$ cat config.mk
export PLATFORM = sky130hd
export DESIGN_NAME = eth_crc32_stream_gen
export DESIGN_NICKNAME = d
export VERILOG_FILES = /design/src/rtl/eth_pkg.sv /design/src/rtl/eth_crc32_stream_gen.sv
export SDC_FILE = /design/constraint.sdc
export NUM_CORES = 1
export LEC_CHECK = 0
export ABC_AREA = 1
export CORE_MARGIN = 2
export CORE_UTILIZATION = 50
export CTS_BUF_LIST = sky130_fd_sc_hd__clkbuf_2 sky130_fd_sc_hd__clkbuf_4 sky130_fd_sc_hd__clkbuf_8
export CTS_CLUSTER_SIZE = 8
export DETAILED_ROUTE_END_ITERATION = 8
export GPL_TIMING_DRIVEN = 0
export PLACE_DENSITY = 0.75
export SLEW_MARGIN = 40
export SYNTH_ARGS = -nofsm -noshare
export SYNTH_HDL_FRONTEND = slang
export SYNTH_SLANG_ARGS = --single-unit
$ cat constraint.sdc
create_clock -name clk -period 2 [get_ports clk]
set_input_delay 0.4 -clock clk [delete_from_list [all_inputs] [get_ports clk]]
set_output_delay 0.4 -clock clk [all_outputs]
set_load 0.005 [all_outputs]
$ cat src/rtl/eth_pkg.sv
// Shared Ethernet CRC-32 definitions: reflected polynomial, init/residual constants,
// a one-byte combinational CRC step and the FCS generator state type.
package eth_pkg;

   localparam logic [31:0] CRC32_POLY_REFL = 32'hEDB8_8320;
   localparam logic [31:0] CRC32_INIT      = 32'hFFFF_FFFF;
   localparam logic [31:0] CRC32_RESID     = 32'h2144_DF1C;

   typedef enum logic [1:0] {
      IDLE = 2'd0,
      DATA = 2'd1,
      PAD  = 2'd2,
      FCS  = 2'd3
   } fcs_state_e;

   // LSB-first byte update; unrolled by synthesis into a single XOR network.
   function automatic logic [31:0] crc32_byte(input logic [31:0] crc, input logic [7:0] data);
      logic [31:0] c;
      c = crc ^ {24'h00_0000, data};
      for (int i = 0; i < 8; i++) begin
         c = c[0] ? ((c >> 1) ^ CRC32_POLY_REFL) : (c >> 1);
      end
      return c;
   endfunction

endpackage

$ cat src/rtl/eth_crc32_stream_gen.sv
// TX FCS generator: passes the frame through, zero-pads to MIN_LEN bytes and
// appends the 4-byte FCS (complemented CRC, least significant byte first).
module eth_crc32_stream_gen
   import eth_pkg::*;
#(
   parameter int MIN_LEN = 60,
   parameter int CNT_W   = 16
) (
   input  logic       clk,
   input  logic       rst_n,
   input  logic [7:0] in_data,
   input  logic       in_valid,
   input  logic       in_last,
   output logic       in_ready,
   output logic [7:0] out_data,
   output logic       out_valid,
   output logic       out_last,
   input  logic       out_ready,
   output logic       frame_done
);

   localparam logic [CNT_W-1:0] CNT_MAX   = '1;
   localparam logic [CNT_W-1:0] MIN_LEN_C = CNT_W'(MIN_LEN);

   fcs_state_e       state;
   logic [31:0]      crc;
   logic [CNT_W-1:0] cnt;
   logic [1:0]       fcs_idx;
   logic             run;

   logic             adv;
   logic             take;
   logic [CNT_W-1:0] cnt_inc;
   logic [CNT_W-1:0] cnt_next;
   logic [31:0]      fcs;

   // Handshake: a byte moves on either side only in a cycle where valid and ready
   // are both high; once raised, out_valid/out_data/out_last hold until out_ready.
   assign adv        = !out_valid || out_ready;
   assign in_ready   = run && adv && (state == IDLE || state == DATA);
   assign take       = in_valid && in_ready;
   assign cnt_inc    = (cnt == CNT_MAX) ? cnt : cnt + 1'b1;
   assign cnt_next   = (state == IDLE) ? CNT_W'(1) : cnt_inc;
   assign fcs        = ~crc;
   assign frame_done = out_valid && out_ready && out_last;

   always_ff @(posedge clk or negedge rst_n) begin
      if (!rst_n) begin
         state     <= IDLE;
         crc       <= CRC32_INIT;
         cnt       <= '0;
         fcs_idx   <= 2'd0;
         run       <= 1'b0;
         out_data  <= 8'h00;
         out_valid <= 1'b0;
         out_last  <= 1'b0;
      end else begin
         // run keeps in_ready low until the first cycle after reset release
         run <= 1'b1;
         if (adv) begin
            out_last <= 1'b0;
            case (state)
               IDLE, DATA: begin
                  if (take) begin
                     out_data  <= in_data;
                     out_valid <= 1'b1;
                     crc       <= crc32_byte(crc, in_data);
                     cnt       <= cnt_next;
                     fcs_idx   <= 2'd0;
                     if (in_last) state <= (cnt_next < MIN_LEN_C) ? PAD : FCS;
                     else         state <= DATA;
                  end else begin
                     out_valid <= 1'b0;
                  end
               end
               PAD: begin
                  out_data  <= 8'h00;
                  out_valid <= 1'b1;
                  crc       <= crc32_byte(crc, 8'h00);
                  cnt       <= cnt_inc;
                  if (cnt_inc >= MIN_LEN_C) state <= FCS;
               end
               FCS: begin
                  out_data  <= fcs[{fcs_idx, 3'b000} +: 8];
                  out_valid <= 1'b1;
                  fcs_idx   <= fcs_idx + 2'd1;
                  if (fcs_idx == 2'd3) begin
                     out_last <= 1'b1;
                     state    <= IDLE;
                     crc      <= CRC32_INIT;
                     cnt      <= '0;
                  end
               end
               default: state <= IDLE;
            endcase
         end
      end
   end

endmodule

# Yosys cells after proc, flatten, opt, wreduce, memory -nomap -nowiden
# Cells that the tools add are included.
[classes]
n_addsub = 2
order_cmp = 2
n_eq_ne = 8
shift = 1
muxes = 38
bitwise_logic = 18
reduce_logical = 16
[op_table]
columns = ["op", "count"]
rows = [
  ["$mux 32", 18],
  ["$not 13->14", 16],
  ["$pmux 32 s3", 1],
  ["$mux 16", 4],
  ["$pmux 16 s3", 1],
  ["$not 32->32", 1],
  ["$shiftx 32x6->8", 1],
  ["$xor 32x8->32", 1],
  ["$pmux 8 s3", 1],
  ["$add 16x1->16 const B", 1],
  ["$eq 16x16->1 const B", 1],
  ["$ge 16x6->1 const B", 1],
  ["$lt 16x6->1 const B", 1],
  ["$mux 2", 5],
  ["$mux 8", 1],
  ["$eq 2x2->1 const B", 3],
  ["$ne 2x2->1 const B", 3],
  ["$pmux 2 s3", 1],
  ["$reduce_and 3->1", 2],
  ["$logic_and 1x1->1", 5],
  ["$mux 1", 4],
  ["$pmux 2 s2", 1],
  ["$reduce_and 4->1", 1],
  ["$reduce_or 2->1", 2],
  ["8 further kinds", 9],
]
[word_totals]
regBits = 63
inputBits = 13
output_inout_bits = 12
elab_cells = 93

# Logic depth before layout (Yosys ltp)
# Gate-level depths: netlist of the first run.
[depth]
depth_word = 19
mapped_depth = 16
mapped_depth_nobuf = 15

# Worst setup path after synthesis of the first run
# Ideal clock, no wire load.
[synth_path]
kind = "register -> register"
startpoint = "register cnt[0]"
endpoint = "register state[1]"
setup_ns = 0.120
arrival_ns = 1.721
t_required_ns = 1.880
setup_slack_ns = 0.160
stages_incl_launch_ff = 16
n_path_buf = 1
period_less_slack_ns = 1.840
cell_sequence = "dfrtp_1 -> ha_1 -> inv_1 -> nor2_4 -> nand2_4 -> nor2_8 -> inv_2 -> buf_6 -> nand2_4 -> nand2_2 -> nor2_4 -> nor2_1 -> nand3_2 -> nand2_1 -> nor2_1 -> nor2_1"
[synth_via]
elab_chain_len = 5
word_cells_on_any_way = 6
cone_classes = "add/sub (1); order compare (1); eq/ne (2); mux (1); reduce/logical (1)"
[synth_rtl]
columns = ["element", "line_no", "text"]
rows = [
  ["from (decl)", "eth_crc32_stream_gen.sv:27", "logic [CNT_W-1:0] cnt;"],
  ["from (signal assigned)", "eth_crc32_stream_gen.sv:68", "cnt <= cnt_next;"],
  ["from (signal assigned)", "eth_crc32_stream_gen.sv:80", "cnt <= cnt_inc;"],
  ["$add 16x1->16 or $eq 16x16->1 (tied branches)", "eth_crc32_stream_gen.sv:42", "assign cnt_inc = (cnt == CNT_MAX) ? cnt : cnt + 1'b1;"],
  ["$mux 16 (*)", "eth_crc32_stream_gen.sv:42", ""],
  ["$ge 16x6->1 (*)", "eth_crc32_stream_gen.sv:81", "if (cnt_inc >= MIN_LEN_C) state <= FCS;"],
  ["$ne 2x2->1 (no line) (*)", "n/a", ""],
  ["$reduce_and 4->1 (no line) (*)", "n/a", ""],
  ["to (signal assigned)", "eth_crc32_stream_gen.sv:70", "if (in_last) state <= (cnt_next < MIN_LEN_C) ? PAD : FCS;"],
  ["to (decl)", "eth_crc32_stream_gen.sv:25", "fcs_state_e state;"],
]
# Every way passes the cells marked *; elsewhere a longest branch is shown, timed or not.
# A chain may end at the register's enable or synchronous reset.

# Worst setup path in the final report of the first run
[layout_path]
startpoint = "register fcs_idx[1]"
endpoint = "register out_data[3]"
[layout_via]
elab_chain_len = 2
[layout_rtl]
columns = ["element", "line_no", "text"]
rows = [
  ["from (decl)", "eth_crc32_stream_gen.sv:28", "logic [1:0] fcs_idx;"],
  ["from (signal assigned)", "eth_crc32_stream_gen.sv:86", "fcs_idx <= fcs_idx + 2'd1;"],
  ["$shiftx 32x6->8", "eth_crc32_stream_gen.sv:84", "out_data <= fcs[{fcs_idx, 3'b000} +: 8];"],
  ["$pmux 8 s3", "eth_crc32_stream_gen.sv:62", "case (state)"],
  ["to (signal assigned)", "eth_crc32_stream_gen.sv:65", "out_data <= in_data;"],
  ["to (signal assigned)", "eth_crc32_stream_gen.sv:84", ""],
  ["to (decl)", "eth_crc32_stream_gen.sv:15", "output logic [7:0] out_data,"],
]
# No other way between the ends.

==> flow_summary.ini, run 1 <==
[logic_synthesis]
synth_top_cells_by_area = sky130_fd_sc_hd__dfstp_2 (15%), sky130_fd_sc_hd__dfrtp_1 (14%), sky130_fd_sc_hd__nand2_1 (12%)
synth_cell_type_count = 39
synth_cells = 772
synth_largest_area_cell = sky130_fd_sc_hd__dfstp_2
ys_warn_count = 0
synth.cell_area_mm2 = 0.005444
synth_most_common_cell = sky130_fd_sc_hd__nand2_1
yosys_register_bits = 63
synth_top_area_share_pct = 15.44
seq_area_frac_synth_pct = 29.69
ys_flop_type = sky130_fd_sc_hd__dfstp_2
synth-edff-count = 0
post_synth.cell_area_avg_um2 = 7.052
ys_async_sr_fraction_pct = 100.0
most_numerous_cell_types_in_the_synthesized_netlist = sky130_fd_sc_hd__nand2_1 (180), sky130_fd_sc_hd__nor2_1 (68), sky130_fd_sc_hd__inv_1 (67)
synth.net_count = 787

[critical_path]
cp_data_required_time_ns = 2.25
setup.worst_path.class = flip-flop to flip-flop
critPathArrivalTime_ns = 2.25
critPathMaxStageDelay_ns = 0.52
worstPathBufferInverterCount = 2
timing.critical_path.slowest_stage_cell = sky130_fd_sc_hd__clkbuf_1
critical_path.startpoint = fcs_idx[1]$_DFFE_PN0P_
critPathMaxFanout = 10
critical-path-top-delay-family = buffers and inverters
kind_of_launch_point_of_the_worst_setup_path = flip-flop
worst_r2r_endpoint = out_data[3]$_DFFE_PN0P_
worst-r2r-cell-count = 6
rr_startpoint = fcs_idx[1]$_DFFE_PN0P_
worst_path_cell_trace = clkbuf_1 -> inv_1 -> a21oi_1 -> o21ai_0 -> nand3_1 -> a31oi_1
crit_path_end_kind = flip-flop
r2r_slack_ns = -0.0009
critical_path_cell_count = 6

[final_layout]
flow.area_growth_from_synthesis_pct = 24.94
antenna_cells_inserted = 0
final_cells = 977
stdcell_area_mm2 = 0.006802
drive_above_1_share_pct = 24.13
nets = 847

[clocking]
tritoncts = yes
numCtsBuffers = 9
cts_buffer_depth = 2
clk_latency_ns = 0.38
root_buffer = sky130_fd_sc_hd__clkbuf_8
htree_depth = 3
clk_pin_slew_worst_paths_ns = 0.10
clock_sink_count = 63

[grt]
via_count_of_the_first_global_routing_pass = 5633
grt_start_max_net_pins = 37
initial_antenna_violation_count = 0
grt_usage_pct = 31.75
grt_first_pass_wirelength_mm = 28.21
globalRoute.totalOverflow = 0

[floorplanning]
fp-row-count = 38
fp.dieArea_mm2 = 0.01174
design.portCount = 25
core_region_area_mm2 = 0.01075
floorplan.initialDensity_pct = 50.66
fp.dieW_um = 108.3
fp.dieH_um = 108.3

[placement]
hpwlAfterDp_mm = 12.39
port_buffers = 24
gp_congestion = 1.001
placed_cell_area_mm2 = 0.005877
post-place-cells = 937

[outcome]
status = finished, violations left
failed_checks = setup timing

[timing]
period_needed_ns = 2.001
tightest_slew_ns = 0.7337
timing_hold_violations_final = 0
min_period_over_period_pct = 100.0
unrepaired_setup_endpoints_after_global_routing = yes
maxClockFrequency_ghz = 0.4998
maxSlewViolCount = 0
finalClockSkew_ns = 0.02000
finalSetupViolCount = 1
finalSetupTns_ns = -0.0008511
final_critical_path_setup_slack_ns = -0.0008511
max_slew_headroom_at_the_worst_pin_pct = 51.09

[detailed_routing]
antenna_violating_nets_post_route = 0
drcViolationCount = 0
initial_drt_pass_iterations = 6
num_vias = 5868
finalWirelength_mm = 18.68
drt-initial-drc-count = 609
vias_per_cell = 6.006
routed_wire_length_per_instance_um = 19.11

[worst_hold_path]
hold_path_class = primary input to async pin

[run]
cap_viol_max_count = 0
==> stage by stage <==
step / setup WS [ns] / hold slack [ns] / utilization (%)
CTS: -0.005699 / 0.4896 / 58.42
global placement: -1.612 / 0.4706 / 54.53
detailed placement: -0.5392 / 0.3580 / 54.69
finish: -0.0008511 / 0.4798 / 63.30
floorplan: 0.1596 / 0.1044 / -
global route: -0.05947 / 0.5093 / 63.30
==> timing repair <==
item | in CTS | in global routing
hold buffers | 1 | 0
pin swaps | 5 | 22
buffers inserted | 5 | 17
endpoints found under the hold margin | 14 | 0
setup endpoints to repair | 62 | 57
gates cloned | 0 | 1
gates resized for setup | 34 | 94
==> cell families after synthesis <==
| family | after synthesis | share of synthesized area [%] |
|---|---|---|
| AND/OR/NAND/NOR | 330 | 26.78 |
| AO/OA/AOI/OAI | 159 | 15.65 |
| buffers and inverters | 115 | 9.009 |
| XOR/XNOR | 102 | 18.34 |
| flip-flops | 63 | 29.69 |
| adder cells (fa/ha/maj) | 2 | 0.4596 |
| other | 1 | 0.06888 |
==> layout make-up <==
class / count / area [um^2]
multi-input combinational: 594 / 3687
sequential: 63 / 1619
clock buffer: 9 / 123.9
buffer: 31 / 305.3
tap: 140 / 175.2
timing repair buffer: 49 / 491.7
inverter: 84 / 326.6
clock inverter: 7 / 72.57
fill: 886 / 3944
==> flip-flops by register name, summed over array words and instances, names as in the netlist <==
signal / count
fcs_idx: 2
cnt: 16
crc: 32
state: 2
run: 1
out_valid: 1
out_last: 1
out_data: 8
==> worst max path at each step <==
stage / endpoint / slack [ns]
global placement: out_data[4]$_DFFE_PN0P_ / -1.61
global route: crc[23]$_DFFE_PN1P_ / -0.06
finish: out_data[3]$_DFFE_PN0P_ / -0.0009
floorplan: state[1]$_DFFE_PN0P_ / 0.16
detailed placement: out_data[3]$_DFFE_PN0P_ / -0.54
CTS: state[1]$_DFFE_PN0P_ / -0.006
==> cells in the final DEF, fill, tap and decap left out, types with 6 or more instances in the layout <==
| cell | instances |
|---|---|
| sky130_fd_sc_hd__nand2_2 | 19 |
| sky130_fd_sc_hd__inv_2 | 14 |
| sky130_fd_sc_hd__inv_1 | 66 |
| sky130_fd_sc_hd__clkbuf_8 | 9 |
| sky130_fd_sc_hd__clkdlybuf4s50_1 | 21 |
| sky130_fd_sc_hd__nor2_2 | 13 |
| sky130_fd_sc_hd__nand2_1 | 162 |
| sky130_fd_sc_hd__o21ai_1 | 20 |
| sky130_fd_sc_hd__dfstp_2 | 32 |
| sky130_fd_sc_hd__nand4_1 | 9 |
| sky130_fd_sc_hd__o21ai_0 | 57 |
| sky130_fd_sc_hd__nor2_1 | 55 |
| sky130_fd_sc_hd__o22ai_1 | 16 |
| sky130_fd_sc_hd__xor2_1 | 49 |
| sky130_fd_sc_hd__xnor2_2 | 6 |
| sky130_fd_sc_hd__nand2_4 | 13 |
| sky130_fd_sc_hd__xnor2_1 | 32 |
| sky130_fd_sc_hd__buf_6 | 8 |
| sky130_fd_sc_hd__clkbuf_1 | 6 |
| sky130_fd_sc_hd__dfrtp_1 | 29 |
| sky130_fd_sc_hd__buf_4 | 21 |
| sky130_fd_sc_hd__nand3_1 | 45 |
| sky130_fd_sc_hd__a21oi_1 | 49 |
| sky130_fd_sc_hd__buf_12 | 7 |
| sky130_fd_sc_hd__nor2_4 | 6 |
==> metal layers <==
metal	GRT usage, %	part of all wire (%)
met1	35.60	37
met2	53.46	47
met3	8.499	9.9
met4	20.05	6.4
met5	0	0
Power of run 1 is not shown: default switching activity piles up to over one toggle a cycle in this logic, so the estimate is an artifact.
==> inputs of run 2 (changes only) <==
--- a/config.mk
+++ b/config.mk
@@ -6,12 +6,14 @@
 export NUM_CORES = 1
 export LEC_CHECK = 0
 export ABC_AREA = 1
+export ABC_CLOCK_PERIOD_IN_PS = 2000
 export CORE_MARGIN = 2
 export CORE_UTILIZATION = 50
 export CTS_BUF_LIST = sky130_fd_sc_hd__clkbuf_2 sky130_fd_sc_hd__clkbuf_4 sky130_fd_sc_hd__clkbuf_8
 export CTS_CLUSTER_SIZE = 8
 export DETAILED_ROUTE_END_ITERATION = 8
 export GPL_TIMING_DRIVEN = 0
+export HOLD_SLACK_MARGIN = 0.1
 export PLACE_DENSITY = 0.75
 export SLEW_MARGIN = 40
 export SYNTH_ARGS = -nofsm -noshare
==> results of run 2 <==
No change in the layout: final DEF, timing and power equal those of run 1.
Power of run 2 is left out for the same reason.
==> inputs of run 3 (changes only) <==
--- a/config.mk
+++ b/config.mk
@@ -6,15 +6,13 @@
 export NUM_CORES = 1
 export LEC_CHECK = 0
 export ABC_AREA = 1
-export ABC_CLOCK_PERIOD_IN_PS = 2000
 export CORE_MARGIN = 2
-export CORE_UTILIZATION = 50
+export CORE_UTILIZATION = 45
 export CTS_BUF_LIST = sky130_fd_sc_hd__clkbuf_2 sky130_fd_sc_hd__clkbuf_4 sky130_fd_sc_hd__clkbuf_8
 export CTS_CLUSTER_SIZE = 8
 export DETAILED_ROUTE_END_ITERATION = 8
 export GPL_TIMING_DRIVEN = 0
-export HOLD_SLACK_MARGIN = 0.1
-export PLACE_DENSITY = 0.75
+export PLACE_DENSITY = 0.69
 export SLEW_MARGIN = 40
 export SYNTH_ARGS = -nofsm -noshare
 export SYNTH_HDL_FRONTEND = slang
==> flow_summary.ini, run 3 (synthesis gave the netlist of run 1 again) <==
[placement]
gp_congestion = 0.9702
port_buffers = 24
hpwlAfterDp_mm = 12.10

[clocking]
clock_sink_count = 63
htree_depth = 3
numCtsBuffers = 9
clk_pin_slew_worst_paths_ns = 0.07
cts_buffer_depth = 2
tritoncts = yes
clk_latency_ns = 0.38
root_buffer = sky130_fd_sc_hd__clkbuf_8

[critical_path]
critPathArrivalTime_ns = 2.25
worst_path_cell_trace = buf_4 -> inv_2 -> nand2_1 -> nand2_4 -> xnor2_4 -> inv_2 -> nor2_2 -> inv_1 -> o21ai_0 -> o22ai_2
cpMostUsedCell = sky130_fd_sc_hd__inv_2
setup.worst_path.class = flip-flop to flip-flop
crit_path_end_kind = flip-flop
cp_data_required_time_ns = 2.29
critPathMaxStageDelay_ns = 0.52
critPathMaxFanout = 6
worst-r2r-cell-count = 10
worst_r2r_endpoint = crc[5]$_DFFE_PN1P_
timing.critical_path.slowest_stage_cell = sky130_fd_sc_hd__dfstp_2
timing.critical_path.to = crc[5]$_DFFE_PN1P_
r2r_slack_ns = 0.05
rr_startpoint = crc[1]$_DFFE_PN1P_
kind_of_launch_point_of_the_worst_setup_path = flip-flop
critical_path.startpoint = crc[1]$_DFFE_PN1P_

[floorplanning]
floorplan.initialDensity_pct = 45.70
fp.dieW_um = 114.0
design.portCount = 25
core_region_area_mm2 = 0.01191
fp.dieArea_mm2 = 0.01299
fp-row-count = 40
fp.dieH_um = 114.0

[detailed_routing]
initial_drt_pass_iterations = 5
vias_per_cell = 5.597
drt-initial-drc-count = 574
num_vias = 5575
finalWirelength_mm = 18.14
antenna_violating_nets_post_route = 0
routed_wire_length_per_instance_um = 18.22
drcViolationCount = 0

[timing]
maxClockFrequency_ghz = 0.5117
tightest_slew_ns = 0.7907
finalClockSkew_ns = 0.01572
max_slew_headroom_at_the_worst_pin_pct = 47.29
period_needed_ns = 1.954
timing_hold_violations_final = 0
min_period_over_period_pct = 97.72
maxSlewViolCount = 0
unrepaired_setup_endpoints_after_global_routing = yes
finalSetupViolCount = 0

[final_layout]
regMostFlops = crc
largest_reg_flops = 32
flow.area_growth_from_synthesis_pct = 24.96
layout.cells.most_common_list = sky130_fd_sc_hd__nand2_1 (166), sky130_fd_sc_hd__inv_1 (65), sky130_fd_sc_hd__nor2_1 (61)
post-route-util_pct = 57.11
most_common_cell_after_layout_fill_and_taps_aside = sky130_fd_sc_hd__nand2_1
largest_registers = crc: 32 flops, cnt: 16 flops, out_data: 8 flops
nets = 859
fillerInstances = 1101
antenna_cells_inserted = 0
drive_above_1_share_pct = 23.91

[grt]
grt_usage_pct = 27.78
via_count_of_the_first_global_routing_pass = 5085
initial_antenna_violation_count = 0
globalRoute.totalOverflow = 0
grt_first_pass_wirelength_mm = 27.34
grt_start_max_net_pins = 39

[worst_hold_path]
hold_path_class = primary input to async pin

[run]
cap_viol_max_count = 0

[outcome]
status = complete, no violations
## run 3: layer usage
metal  track usage, %  up-vias  part of all wire (%)
met4            11.71        0                   4.0
met3            6.642       73                   8.9
met1            37.17     2601                    42
li1                 -     2640                     -
met5                0        -                     0
met2            43.10      261                    45
## run 3: timing repair
| item | 4_1_cts | 5_1_grt |
|---|---|---|
| setup endpoints to repair | 62 | 58 |
| pin swaps | 3 | 23 |
| endpoints found under the hold margin | 8 | 0 |
| setup buffers | 6 | 29 |
| gates resized for setup | 26 | 77 |
| hold buffers | 1 | 0 |
| gates cloned | 0 | 2 |
## run 3: worst min path at each step
stage | to | depth (start not counted) | start
after global placement | crc[19]$_DFFE_PN1P_ | 2 | crc[19]$_DFFE_PN1P_
after global routing | out_data[0]$_DFFE_PN0P_ | 2 | rst_n
final | out_valid$_DFFE_PN0N_ | 2 | rst_n
after floorplan | cnt[0]$_DFFE_PN0P_ | 0 | rst_n
after detailed placement | out_valid$_DFFE_PN0N_ | 1 | rst_n
after CTS | out_valid$_DFFE_PN0N_ | 2 | rst_n
## run 3: critical path: cells and delay by family, from the launching register on
| family | cells | cell delay (ns) |
|---|---|---|
| DFF | 1 | 0.52 |
| and+or+nand+nor | 3 | 0.43 |
| buffers and inverters | 4 | 0.38 |
| AOI/OAI and AO/OA | 2 | 0.32 |
| xor gates and xnor gates | 1 | 0.20 |
## run 3: per-stage QoR
stage | TNS, ns | instances | setup WS [ns] | hold slack [ns] | cell area, um^2
final | 0 | 996 | 0.04557 | 0.4778 | 6803
after CTS | -0.004162 | 966 | -0.004162 | 0.4897 | 6248
after floorplan | 0 | 772 | 0.1596 | 0.1044 | 5444
after detailed placement | -28.36 | 944 | -0.5460 | 0.3365 | 5886
after global placement | -109.31 | 943 | -1.670 | 0.4715 | 5868
after global routing | -0.4240 | 996 | -0.07694 | 0.5002 | 6803
## run 3: cell type report
cell class / instances / area, um^2 / share of cell area, %
clock inverter: 7 / 87.58 / 1.287
inverter: 84 / 327.8 / 4.819
tap: 147 / 183.9 / 2.704
buffer: 29 / 272.8 / 4.010
clock buffer: 9 / 123.9 / 1.821
sequential: 63 / 1620 / 23.82
timing repair buffer: 62 / 585.6 / 8.608
multi-input combinational: 594 / 3595 / 52.84
timing repair inverter: 1 / 6.256 / 0.09196
Power of run 3 is left out for the same reason.
